[src/rtl/fetch_pkg.sv]
// Shared types and helpers for the instruction-fetch stage.
package fetch_pkg;

  localparam int FETCH_DW = 32;
  localparam logic [FETCH_DW-1:0] RESET_PC_DEFAULT = 32'hBFC00000;

  // One prefetch-queue entry: the fetched word and the PC it came from.
  typedef struct packed {
    logic [FETCH_DW-1:0] instr;
    logic [FETCH_DW-1:0] pc;
  } fetch_entry_t;

  // Width of a counter that must reach `depth` inclusive.
  function automatic int count_width(input int depth);
    return $clog2(depth + 1);
  endfunction

endpackage

[src/rtl/fetch_queue.sv]
// Prefetch FIFO between the memory response path and decode.
// DEPTH is a power of two, so the read/write pointers wrap naturally.
module fetch_queue
  import fetch_pkg::*;
#(
  parameter int DEPTH = 4,
  parameter type entry_t = fetch_entry_t,
  localparam int AW = $clog2(DEPTH),
  localparam int CW = count_width(DEPTH)
) (
  input  logic          clk,
  input  logic          flush,
  input  logic          push,
  input  entry_t        push_data,
  input  logic          pop,
  output entry_t        head,
  output logic [CW-1:0] count
);

  entry_t        mem [DEPTH];
  logic [AW-1:0] wr_ptr;
  logic [AW-1:0] rd_ptr;
  logic          do_push;
  logic          do_pop;

  assign do_pop  = pop && (count != '0);
  assign do_push = push && ((count != CW'(DEPTH)) || do_pop);
  assign head    = mem[rd_ptr];

  // Storage write; no reset needed because count gates visibility.
  always_ff @(posedge clk) begin
    if (do_push) mem[wr_ptr] <= push_data;
  end

  // Pointer and occupancy tracking; flush empties the queue at once.
  always_ff @(posedge clk) begin
    if (flush) begin
      wr_ptr <= '0;
      rd_ptr <= '0;
      count  <= '0;
    end else begin
      if (do_push) wr_ptr <= wr_ptr + 1'b1;
      if (do_pop)  rd_ptr <= rd_ptr + 1'b1;
      case ({do_push, do_pop})
        2'b10:   count <= count + 1'b1;
        2'b01:   count <= count - 1'b1;
        default: count <= count;
      endcase
    end
  end

endmodule

[src/rtl/fetch_unit.sv]
// Instruction-fetch stage: credit-limited requests to a variable-latency
// memory, in-order responses into a prefetch queue, redirect with squash.
module fetch_unit
  import fetch_pkg::*;
#(
  parameter int                    DATA_WIDTH = FETCH_DW,
  parameter logic [DATA_WIDTH-1:0] RESET_PC   = RESET_PC_DEFAULT,
  parameter int                    FQ_DEPTH   = 4
) (
  input  logic                  clk,
  input  logic                  rst,
  input  logic                  redirect_valid,
  input  logic [DATA_WIDTH-1:0] redirect_pc,
  output logic                  imem_req,
  output logic [DATA_WIDTH-1:0] imem_addr,
  input  logic                  imem_gnt,
  input  logic                  imem_rvalid,
  input  logic [DATA_WIDTH-1:0] imem_rdata,
  output logic                  dec_valid,
  input  logic                  dec_ready,
  output logic [DATA_WIDTH-1:0] dec_instr,
  output logic [DATA_WIDTH-1:0] dec_pc,
  output logic [DATA_WIDTH-1:0] dec_pc_plus4
);

  localparam int CW = count_width(FQ_DEPTH);

  typedef struct packed {
    logic [DATA_WIDTH-1:0] instr;
    logic [DATA_WIDTH-1:0] pc;
  } entry_t;

  logic [DATA_WIDTH-1:0] fetch_pc;
  logic [DATA_WIDTH-1:0] resp_pc;
  logic [DATA_WIDTH-1:0] redirect_aligned;
  logic [CW-1:0]         count;
  logic [CW-1:0]         outstanding;
  logic [CW-1:0]         drop;
  logic [CW:0]           credit_used;
  logic                  fire;
  logic                  push;
  logic                  pop;
  logic                  drop_now;
  logic                  flush;
  entry_t                push_data;
  entry_t                head;

  assign redirect_aligned = redirect_pc & ~DATA_WIDTH'(3);

  // Queue slots plus in-flight fetches never exceed the queue depth, so
  // every non-squashed response is guaranteed a slot.
  assign credit_used = {1'b0, count} + {1'b0, outstanding};
  assign imem_req    = rst && !redirect_valid && (credit_used < (CW+1)'(FQ_DEPTH));
  assign imem_addr   = fetch_pc;
  assign fire        = imem_req && imem_gnt;

  assign drop_now  = imem_rvalid && (drop != '0);
  assign push      = imem_rvalid && (drop == '0) && !redirect_valid;
  assign push_data = '{instr: imem_rdata, pc: resp_pc};
  assign pop       = dec_valid && dec_ready;
  assign flush     = !rst || redirect_valid;

  fetch_queue #(
    .DEPTH   (FQ_DEPTH),
    .entry_t (entry_t)
  ) u_queue (
    .clk       (clk),
    .flush     (flush),
    .push      (push),
    .push_data (push_data),
    .pop       (pop),
    .head      (head),
    .count     (count)
  );

  assign dec_valid    = (count != '0);
  assign dec_instr    = dec_valid ? head.instr : '0;
  assign dec_pc       = dec_valid ? head.pc : '0;
  assign dec_pc_plus4 = dec_valid ? head.pc + DATA_WIDTH'(4) : '0;

  // PC and in-flight bookkeeping. On redirect every response still in
  // flight is stale; outstanding already includes the ones an earlier
  // redirect marked for dropping, so it alone (less the response arriving
  // now) is the new drop count.
  always_ff @(posedge clk) begin
    if (!rst) begin
      fetch_pc    <= RESET_PC;
      resp_pc     <= RESET_PC;
      outstanding <= '0;
      drop        <= '0;
    end else if (redirect_valid) begin
      fetch_pc    <= redirect_aligned;
      resp_pc     <= redirect_aligned;
      outstanding <= outstanding - CW'(imem_rvalid);
      drop        <= outstanding - CW'(imem_rvalid);
    end else begin
      if (fire) fetch_pc <= fetch_pc + DATA_WIDTH'(4);
      if (push) resp_pc <= resp_pc + DATA_WIDTH'(4);
      outstanding <= outstanding + CW'(fire) - CW'(imem_rvalid);
      if (drop_now) drop <= drop - 1'b1;
    end
  end

  // A kept response must never find the queue full.
  assert property (@(posedge clk) disable iff (!rst)
    !(imem_rvalid && (drop == '0) && (count == CW'(FQ_DEPTH))));

endmodule

[config.mk]
export PLATFORM = sky130hd
export DESIGN_NAME = fetch_unit
export DESIGN_NICKNAME = d
export VERILOG_FILES = /design/src/rtl/fetch_pkg.sv /design/src/rtl/fetch_queue.sv /design/src/rtl/fetch_unit.sv
export SDC_FILE = /design/constraint.sdc
export NUM_CORES = 1
export LEC_CHECK = 0
export BUFFER_PORTS_ARGS = -buffer_cell sky130_fd_sc_hd__buf_2
export CORE_ASPECT_RATIO = 0.7
export CORE_UTILIZATION = 59
export DETAILED_ROUTE_END_ITERATION = 6
export GPL_ROUTABILITY_DRIVEN = 0
export PLACE_DENSITY_LB_ADDON = 0.15
export SLEW_MARGIN = 15
export SYNTH_ARGS = -nofsm -noshare
export SYNTH_HDL_FRONTEND = slang
export SYNTH_SLANG_ARGS = --single-unit
[constraint.sdc]
create_clock -name clk -period 10.12 [get_ports clk]
set_clock_uncertainty 0.15 [all_clocks]
set_input_delay 1.518 -clock clk [delete_from_list [all_inputs] [get_ports clk]]
set_output_delay 1.518 -clock clk [all_outputs]
set_load 0.01 [all_outputs]
==> impl_metrics.ini, run 1 <==
[worst_hold_path]
hp-class = reg2reg
hold_depth = 2

[die]
core_area_mm2 = 0.02405
start_util_pct = 61.11
die_h_um = 134.1
fp.dieW_um = 190.6
dieArea_mm2 = 0.02556
io_pins = 200
row_count = 47

[route]
drt_wl_total_mm = 32.86
first_pass_iters = 5
drc = 0
wire_per_inst_um = 20.49
ant_nets = 0
vias = 9757
routed_via_density = 6.083
drt_iter0_markers = 940

[setup_path]
startpoint_type = flop
worst_ep_required_time_ns = 8.45
rr_startpoint = u_queue.count[1]
criticalPathCategory = reg2out
crit_path_end = dec_pc_plus4[31]
r2r-end = outstanding[2]
end_kind = output port
reg2reg_slack_ns = 6.63
cp_max_fo = 32
r2r_cells = 13
arrival_ns = 3.97

[finish]
layout-drive-gt1-share_pct = 25.89
n_fill_cell = 1708
num-nets-final = 1350
n_antenna_cell = 0
syn_to_final_growth_pct = 14.94

[flow_run]
drv_cap = 0

[clock_tree]
hold_buffers = 0
cts_tree = built
postCtsSetupBuffers = 0
post_cts_resized = 0
htree_levels = 1
cts_buffer_depth = 3
worstSkewPairLatency_ns = 0.56
root_buffer = clkbuf_16
cts_sinks = 323
cts.reportedPaths.clkPinSlew_ns = 0.07
numCtsBuffers = 29

[synthesis]
synthCells = 1090
seq_area_frac_synth_pct = 60.88
synthesis.area_mm2 = 0.01470
yosys.cell_types.count = 77
async_reset_ff_share_pct = 0
yosysWarnings = 0
ys_ff_latch = 323
synth_edf_count = 248
syn_avg_cell_area_um2 = 13.48
synthFlopType = edfxtp_1

[global_route]
grt_pass1_wl_mm = 50.91
grt_start_max_net_pins = 63
antenna_found_initial = 0
grt_pass1_vias = 9270
grt_util_all_layers_pct = 25.85
gr-total-overflow = 0

[power]
vdd_drop_max_mv = 0.1365
p_per_area_mw_per_mm2 = 173.3
leakage_uw = 0.006034
total_power_uw = 2927

[placed_design]
portBuffers = 191
place_hpwl_mm = 21.34

[sta]
period_share_pct = 55.70
rsz0062_at_grt = false
tightest_slew_ns = 1.073
finalSetupTns_ns = 0
max_freq_mhz = 177.4
maxSlewHeadroom_pct = 28.18
hold_ws_ns = 0.3701
setup_violations = 0
hold_viol_final = 0
drv_slew = 0
fin_crit_ns = 5.637

[run_status]
status = finished, final reports clean
[cells in the mapped netlist (all sizes together), types with 5 or more instances]
cell | number | area, um2
a211oi | 6 | 45.04
a21oi | 57 | 285.3
a31o | 6 | 52.55
a31oi | 9 | 56.30
and2 | 69 | 432.9
and3 | 15 | 95.09
and4 | 13 | 115.1
buf | 20 | 165.2
clkbuf | 48 | 210.2
dfxtp | 75 | 1501
edfxtp | 248 | 7447
ha | 15 | 187.7
inv | 27 | 101.4
mux2 | 6 | 67.56
mux4 | 62 | 1460
nand2 | 67 | 251.5
nand3 | 34 | 170.2
nand4 | 27 | 205.2
nor2 | 69 | 259.0
nor3 | 19 | 100.1
nor4 | 17 | 112.6
o21a | 5 | 37.54
o21ai | 49 | 245.2
or3 | 11 | 70.07
or4 | 8 | 67.56
xnor2 | 26 | 227.7
xor2 | 19 | 166.4
[metal layers]
metal | vias to the layer above | global-route usage [%] | routed length, um
li1 | 4531 | - | -
met1 | 4792 | 37.40 | 14330
met3 | 47 | 4.500 | 2476
met4 | 0 | 6.267 | 624
met5 | - | 0 | 0
met2 | 387 | 41.07 | 15440
[logic make-up after synthesis]
family | count (synthesis) | share of synthesized area [%]
buffers and inverters | 96 | 3.269
muxes | 71 | 10.60
adders and majority gates | 17 | 1.549
other | 1 | 0.02551
DFF | 323 | 60.88
and+or+nand+nor | 363 | 13.58
AOI/OAI and AO/OA | 174 | 7.415
xor gates and xnor gates | 45 | 2.682
[cells in the final DEF (no fill, tap or decap), types with 6 or more instances in the layout]
cell type	count
xor2_1	19
mux2_2	6
xnor2_1	26
inv_1	26
buf_4	14
nor3_1	18
and3_1	14
nand4_1	24
nor2_1	69
conb_1	6
mux4_2	45
o21ai_0	49
clkbuf_16	29
nand3_1	34
nand2_1	67
bufinv_16	8
a31oi_1	9
or4_1	6
or3_1	10
a211oi_1	6
edfxtp_1	248
a21oi_1	57
mux4_1	17
dfxtp_1	73
buf_2	191
nor4_1	15
and4_1	12
ha_1	15
a31o_2	6
and2_1	64
[metrics by stage]
stage                     worst slack (ns)  utilization, %  cell area [um2]  cells
after floorplan                      5.857               -            14720   1095
after global placement               5.047           65.79            15820   1550
after detailed placement             5.008           65.79            15820   1550
after CTS                            4.422           70.24            16890   1604
after global routing                 4.134           70.24            16890   1604
final                                4.483           70.24            16890   1604
[cell type report]
class | count | area (um2) | share of cell area [%]
clock buffers | 30 | 729.5 | 4.318
multi-input cells | 676 | 5305 | 31.40
well taps | 318 | 397.9 | 2.355
flip-flops and latches | 323 | 8954 | 53.00
inverters | 28 | 105.1 | 0.6221
clock inverters | 24 | 341.6 | 2.022
repair buffers | 205 | 1061 | 6.281
[power by group]
part,leakage [uW],total [uW],switching (uW),internal [uW]
logic,0.00266,202,120,82.4
registers,0.00286,1510,38.9,1470
clock network,0.000514,1220,486,732
total,0.00603,2930,644,2280
[worst min path at each step]
stage,start,end
6_report,imem_addr[16],imem_addr[16]
5_1_grt,imem_addr[16],imem_addr[16]
4_1_cts,imem_addr[16],imem_addr[16]
3_5_place_dp,imem_addr[16],imem_addr[16]
3_3_place_gp,imem_addr[16],imem_addr[16]
2_1_floorplan,resp_pc[31],u_queue.mem[0][31]
[sequential cells by signal, summed over array words and instances (netlist names), named ones only]
| register | count |
|---|---|
| drop | 3 |
| outstanding | 3 |
| u_queue.rd_ptr | 2 |
| u_queue.mem | 248 |
| u_queue.count | 3 |
| resp_pc | 30 |
| imem_addr | 30 |
| u_queue.wr_ptr | 2 |
[critical path: stages, from the launching register on]
cell and delay, ns:
dfxtp_4 0.71, buf_4 0.64, mux4_1 0.42, and4_1 0.36, nand2_1 0.28, or4_1 0.58
a21oi_1 0.24, buf_2 0.17
Note: power is estimated with default switching activity, not from simulation.
==> run 2: changes to the inputs <==
CORE_UTILIZATION = 52   (was 59)
clock period = 5.05 ns   (was 10.12 ns; I/O delays follow)
==> impl_metrics.ini, run 2 (same netlist as run 1, synthesis figures left out) <==
[clock_tree]
cts_sinks = 323
cts_tree = built
htree_levels = 1
cts_buffer_depth = 3
hold_buffers = 0
postCtsSetupBuffers = 0
root_buffer = clkbuf_16
numCtsBuffers = 31
worstSkewPairLatency_ns = 0.57
cts.reportedPaths.clkPinSlew_ns = 0.07
post_cts_resized = 0

[setup_path]
arrival_ns = 3.64
crit_path_end = dec_pc_plus4[31]
r2r-end = outstanding[2]
r2r_cells = 13
startpoint_type = flop
rr_startpoint = u_queue.count[1]
worst_ep_required_time_ns = 4.14
end_kind = output port
criticalPathCategory = reg2out
cp_max_fo = 27
reg2reg_slack_ns = 1.53

[placed_design]
dp.cells = 1607
portBuffers = 191
placed_cell_area_mm2 = 0.01597
place_hpwl_mm = 22.78

[route]
drt_wl_total_mm = 34.70
ant_nets = 0
drc = 0
vias = 9783
routed_via_density = 5.879
first_pass_iters = 5
drt_iter0_markers = 856
wire_per_inst_um = 20.85

[power]
vdd_drop_max_mv = 0.2722
leakage_uw = 0.006073
p_per_area_mw_per_mm2 = 343.1

[finish]
syn_to_final_growth_pct = 15.82
n_antenna_cell = 0
layout-drive-gt1-share_pct = 26.22
largest_reg_flops = 248
layoutNonFillerInstCount = 1664
n_fill_cell = 2176
final_common_cell = edfxtp_1
num-nets-final = 1356
stdcell_area_mm2 = 0.01702
top_register = u_queue.mem
final_cell_mix = edfxtp_1 (248), buf_2 (191), dfxtp_1 (73)

[sta]
hold_ws_ns = 0.2531
drv_slew = 0
maxSlewHeadroom_pct = 24.16
setup_violations = 0
fin_crit_ns = 4.550
rsz0062_at_grt = false
finalSetupTns_ns = 0
tightest_slew_ns = 1.133
max_freq_mhz = 219.8
period_share_pct = 90.10
hold_viol_final = 0

[run_status]
status = finished, final reports clean

[global_route]
grt_start_max_net_pins = 63
grt_pass1_wl_mm = 53.56
gr-total-overflow = 0
grt_pass1_vias = 9258
antenna_found_initial = 0
grt_util_all_layers_pct = 24.04

[die]
start_util_pct = 52.83
fp.dieW_um = 202.9
die_h_um = 142.7
core_area_mm2 = 0.02782
row_count = 51
io_pins = 200
dieArea_mm2 = 0.02895

[flow_run]
drv_cap = 0

[worst_hold_path]
hp-class = in2reg
==> run 2: cell type report <==
type | count | area [um2] | share of cell area [%]
clock inverters | 21 | 239.0 | 1.404
clock buffers | 36 | 814.5 | 4.785
multi-input cells | 676 | 5305 | 31.16
repair buffers | 209 | 1141 | 6.703
flip-flops and latches | 323 | 8954 | 52.60
inverters | 28 | 105.1 | 0.6174
well taps | 371 | 464.2 | 2.727
==> run 2: worst max-delay path, cell delays in order, from the launching register on <==
cell     delay (ns)
dfxtp_4        0.65
buf_4          0.57
mux4_2         0.39
and3_2         0.24
nand2_1        0.24
or4_1          0.58
a21oi_1        0.19
buf_2          0.16
==> run 2: worst min-delay path by stage <==
stage	to	cells after the start	from
floorplan	u_queue.mem[0][31]	0	resp_pc[31]
global placement	imem_addr[16]	2	imem_addr[16]
detailed placement	imem_addr[16]	2	imem_addr[16]
CTS	u_queue.mem[2][57]	1	imem_rdata[25]
global route	u_queue.mem[3][40]	1	imem_rdata[8]
finish	u_queue.mem[0][34]	1	imem_rdata[2]
==> run 2: per-stage QoR <==
stage               util, %  setup WS, ns  total power (uW)
finish                61.18        0.4997              5841
global route          61.18        0.2614              6039
CTS                   61.18        0.4499              5888
detailed placement    57.40         1.076              3489
global placement      57.40         1.082              3477
floorplan                 -         1.547              3320
==> run 2: layer usage <==
layer	track usage (%)	routed length, um
met1	35.95	15940
met5	0	0
met4	5.896	749
met3	3.560	2068
met2	37.15	15940
==> run 2: power by group <==
part	switching [uW]	internal [uW]	leakage [uW]	total (uW)
Sequential	79.5	2940	0.00286	3020
Combinational	245	168	0.00269	413
Clock	997	1410	0.000516	2410
==> run 3: changes to the inputs <==
SYNTH_HIERARCHICAL = 1   (was unset)
==> impl_metrics.ini, run 3 <==
[synthesis]
synthFlopType = edfxtp_1
synthesis.area_mm2 = 0.01461
netlist_top_cells_count = edfxtp_1 (256), dfxtp_1 (75), and2_1 (72), mux4_2 (64), nor2_1 (62)
yosys.area.top_type = edfxtp_1
synth.most_common_cell = edfxtp_1
synth_top_area_share_pct = 52.63
yosysWarnings = 6
seq_area_frac_synth_pct = 62.90
ys_ff_latch = 331
syn_avg_cell_area_um2 = 13.93
synth_area_leaders = edfxtp_1 (53%), dfxtp_1 (10%), mux4_2 (9.9%), and2_1 (3.1%), xor2_1 (2.4%)
yosys.cell_types.count = 60
async_reset_ff_share_pct = 0
synth_edf_count = 256
synthCells = 1049

[finish]
final_common_cell = edfxtp_1
stdcell_area_mm2 = 0.01700
top_register = u_queue/mem
layoutNonFillerInstCount = 1638
syn_to_final_growth_pct = 16.37
final_cell_mix = edfxtp_1 (256), buf_2 (195), dfxtp_1 (73)
largest_reg_flops = 256
n_antenna_cell = 0
num-nets-final = 1338
layout-drive-gt1-share_pct = 27.24

[global_route]
antenna_found_initial = 0
gr-total-overflow = 0
grt_util_all_layers_pct = 22.56
grt_pass1_wl_mm = 50.09
grt_start_max_net_pins = 65
grt_pass1_vias = 8896

[route]
drt_wl_total_mm = 32.13
vias = 9236
ant_nets = 0
routed_via_density = 5.639
drc = 0
first_pass_iters = 5
wire_per_inst_um = 19.61
drt_iter0_markers = 588

[sta]
setup_violations = 0
drv_slew = 0
tightest_slew_ns = 0.8288
rsz0062_at_grt = false
maxSlewHeadroom_pct = 44.54
hold_ws_ns = 0.2588
max_freq_mhz = 231.7
finalSetupTns_ns = 0
fin_crit_ns = 4.315
period_share_pct = 85.46
hold_viol_final = 0

[run_status]
status = finished, final reports clean

[clock_tree]
numCtsBuffers = 31
hold_buffers = 0
cts_sinks = 331
cts.reportedPaths.clkPinSlew_ns = 0.06
htree_levels = 1
postCtsSetupBuffers = 0
cts_buffer_depth = 3
cts_tree = built
root_buffer = clkbuf_16
worstSkewPairLatency_ns = 0.56
post_cts_resized = 0

[die]
io_pins = 200
row_count = 50
start_util_pct = 53.80
dieArea_mm2 = 0.02878
die_h_um = 142.2
core_area_mm2 = 0.02715
fp.dieW_um = 202.3

[flow_run]
drv_cap = 0

[placed_design]
place_hpwl_mm = 21.30
placed_cell_area_mm2 = 0.01602
portBuffers = 195
dp.cells = 1582

[setup_path]
rr_startpoint = u_queue/count[2]
startpoint_type = flop
cp_max_fo = 24
cp_slowest_stage_delay_ns = 0.66
reg2reg_slack_ns = 1.48
r2r-end = outstanding[2]
worst_ep_required_time_ns = 4.14
crit_chain = buf_4, mux4_2, nand3_1, nor3_2, nand3_1, nor2_1, mux2_2, buf_2
slowest_stage = dfxtp_4
criticalPathCategory = reg2out
arrival_ns = 3.41
cp_common_cell = nand3_1
r2r_cells = 13
end_kind = output port

[power]
total_power_uw = 5677
leakage_uw = 0.006092
vdd_drop_max_mv = 0.2438
p_per_area_mw_per_mm2 = 334.0

[worst_hold_path]
worstHoldStart = imem_rdata[27]
hold_depth = 1
hp-class = in2reg
holdPathEnd = u_queue/mem[2][59]
run 3: layout make-up:
| class | instances | area (um2) |
|---|---|---|
| clock inverters | 21 | 186.4 |
| fillers | 2104 | 10150 |
| clock buffers | 35 | 790.8 |
| repair buffers | 218 | 1199 |
| flip-flops and latches | 331 | 9194 |
| multi-input cells | 639 | 5061 |
| inverters | 30 | 112.6 |
| well taps | 364 | 455.4 |
run 3: routing by layer:
layer	vias to the layer above	wire length [um]	GRT usage [%]
met5	-	0	0
met4	0	793	5.619
met3	46	1649	3.800
met2	229	14840	35.33
met1	4582	14850	33.06
li1	4379	-	-
run 3: worst max path at each step:
stage                         startpoint                end  slack, ns  cells after the start
after floorplan           redirect_valid  u_queue/mem[0][0]       1.11                      6
after global placement              flop   dec_pc_plus4[31]       1.22                      8
after detailed placement            flop   dec_pc_plus4[31]       1.23                      8
after CTS                           flop   dec_pc_plus4[31]       0.62                      8
after global routing                flop   dec_pc_plus4[31]       0.42                      8
final                               flop   dec_pc_plus4[31]       0.73                      8
run 3: logic make-up (layout without fill, tap and decap cells):
family                     count (synthesis)  after routing  synth area share [%]
and+or+nand+nor                          343            343                 12.65
DFF                                      331            331                 62.90
AOI/OAI and AO/OA                        130            130                 5.688
buffers and inverters                     88            304                 2.749
xor gates and xnor gates                  70             70                 4.197
muxes                                     69             69                 10.23
adders and majority gates                 17             17                 1.559
other                                      1             10               0.02567
run 3: critical path: cells and delay by family (launching register included):
family                 cells  cell delay [ns]
AND/OR/NAND/NOR            4             0.95
buffers and inverters      2             0.51
flip-flops                 1             0.66
multiplexers               2             0.72
run 3: where the power goes:
part	switching [uW]	internal [uW]
sequential	72.4	3020
clock	967	1270
combinational	200	148
run 3: per-stage QoR:
| stage | setup WS, ns | util, % |
|---|---|---|
| finish | 0.7345 | 62.61 |
| global route | 0.4203 | 62.61 |
| global placement | 1.224 | 59.01 |
| floorplan | 1.107 | - |
| detailed placement | 1.232 | 59.01 |
| CTS | 0.6224 | 62.61 |
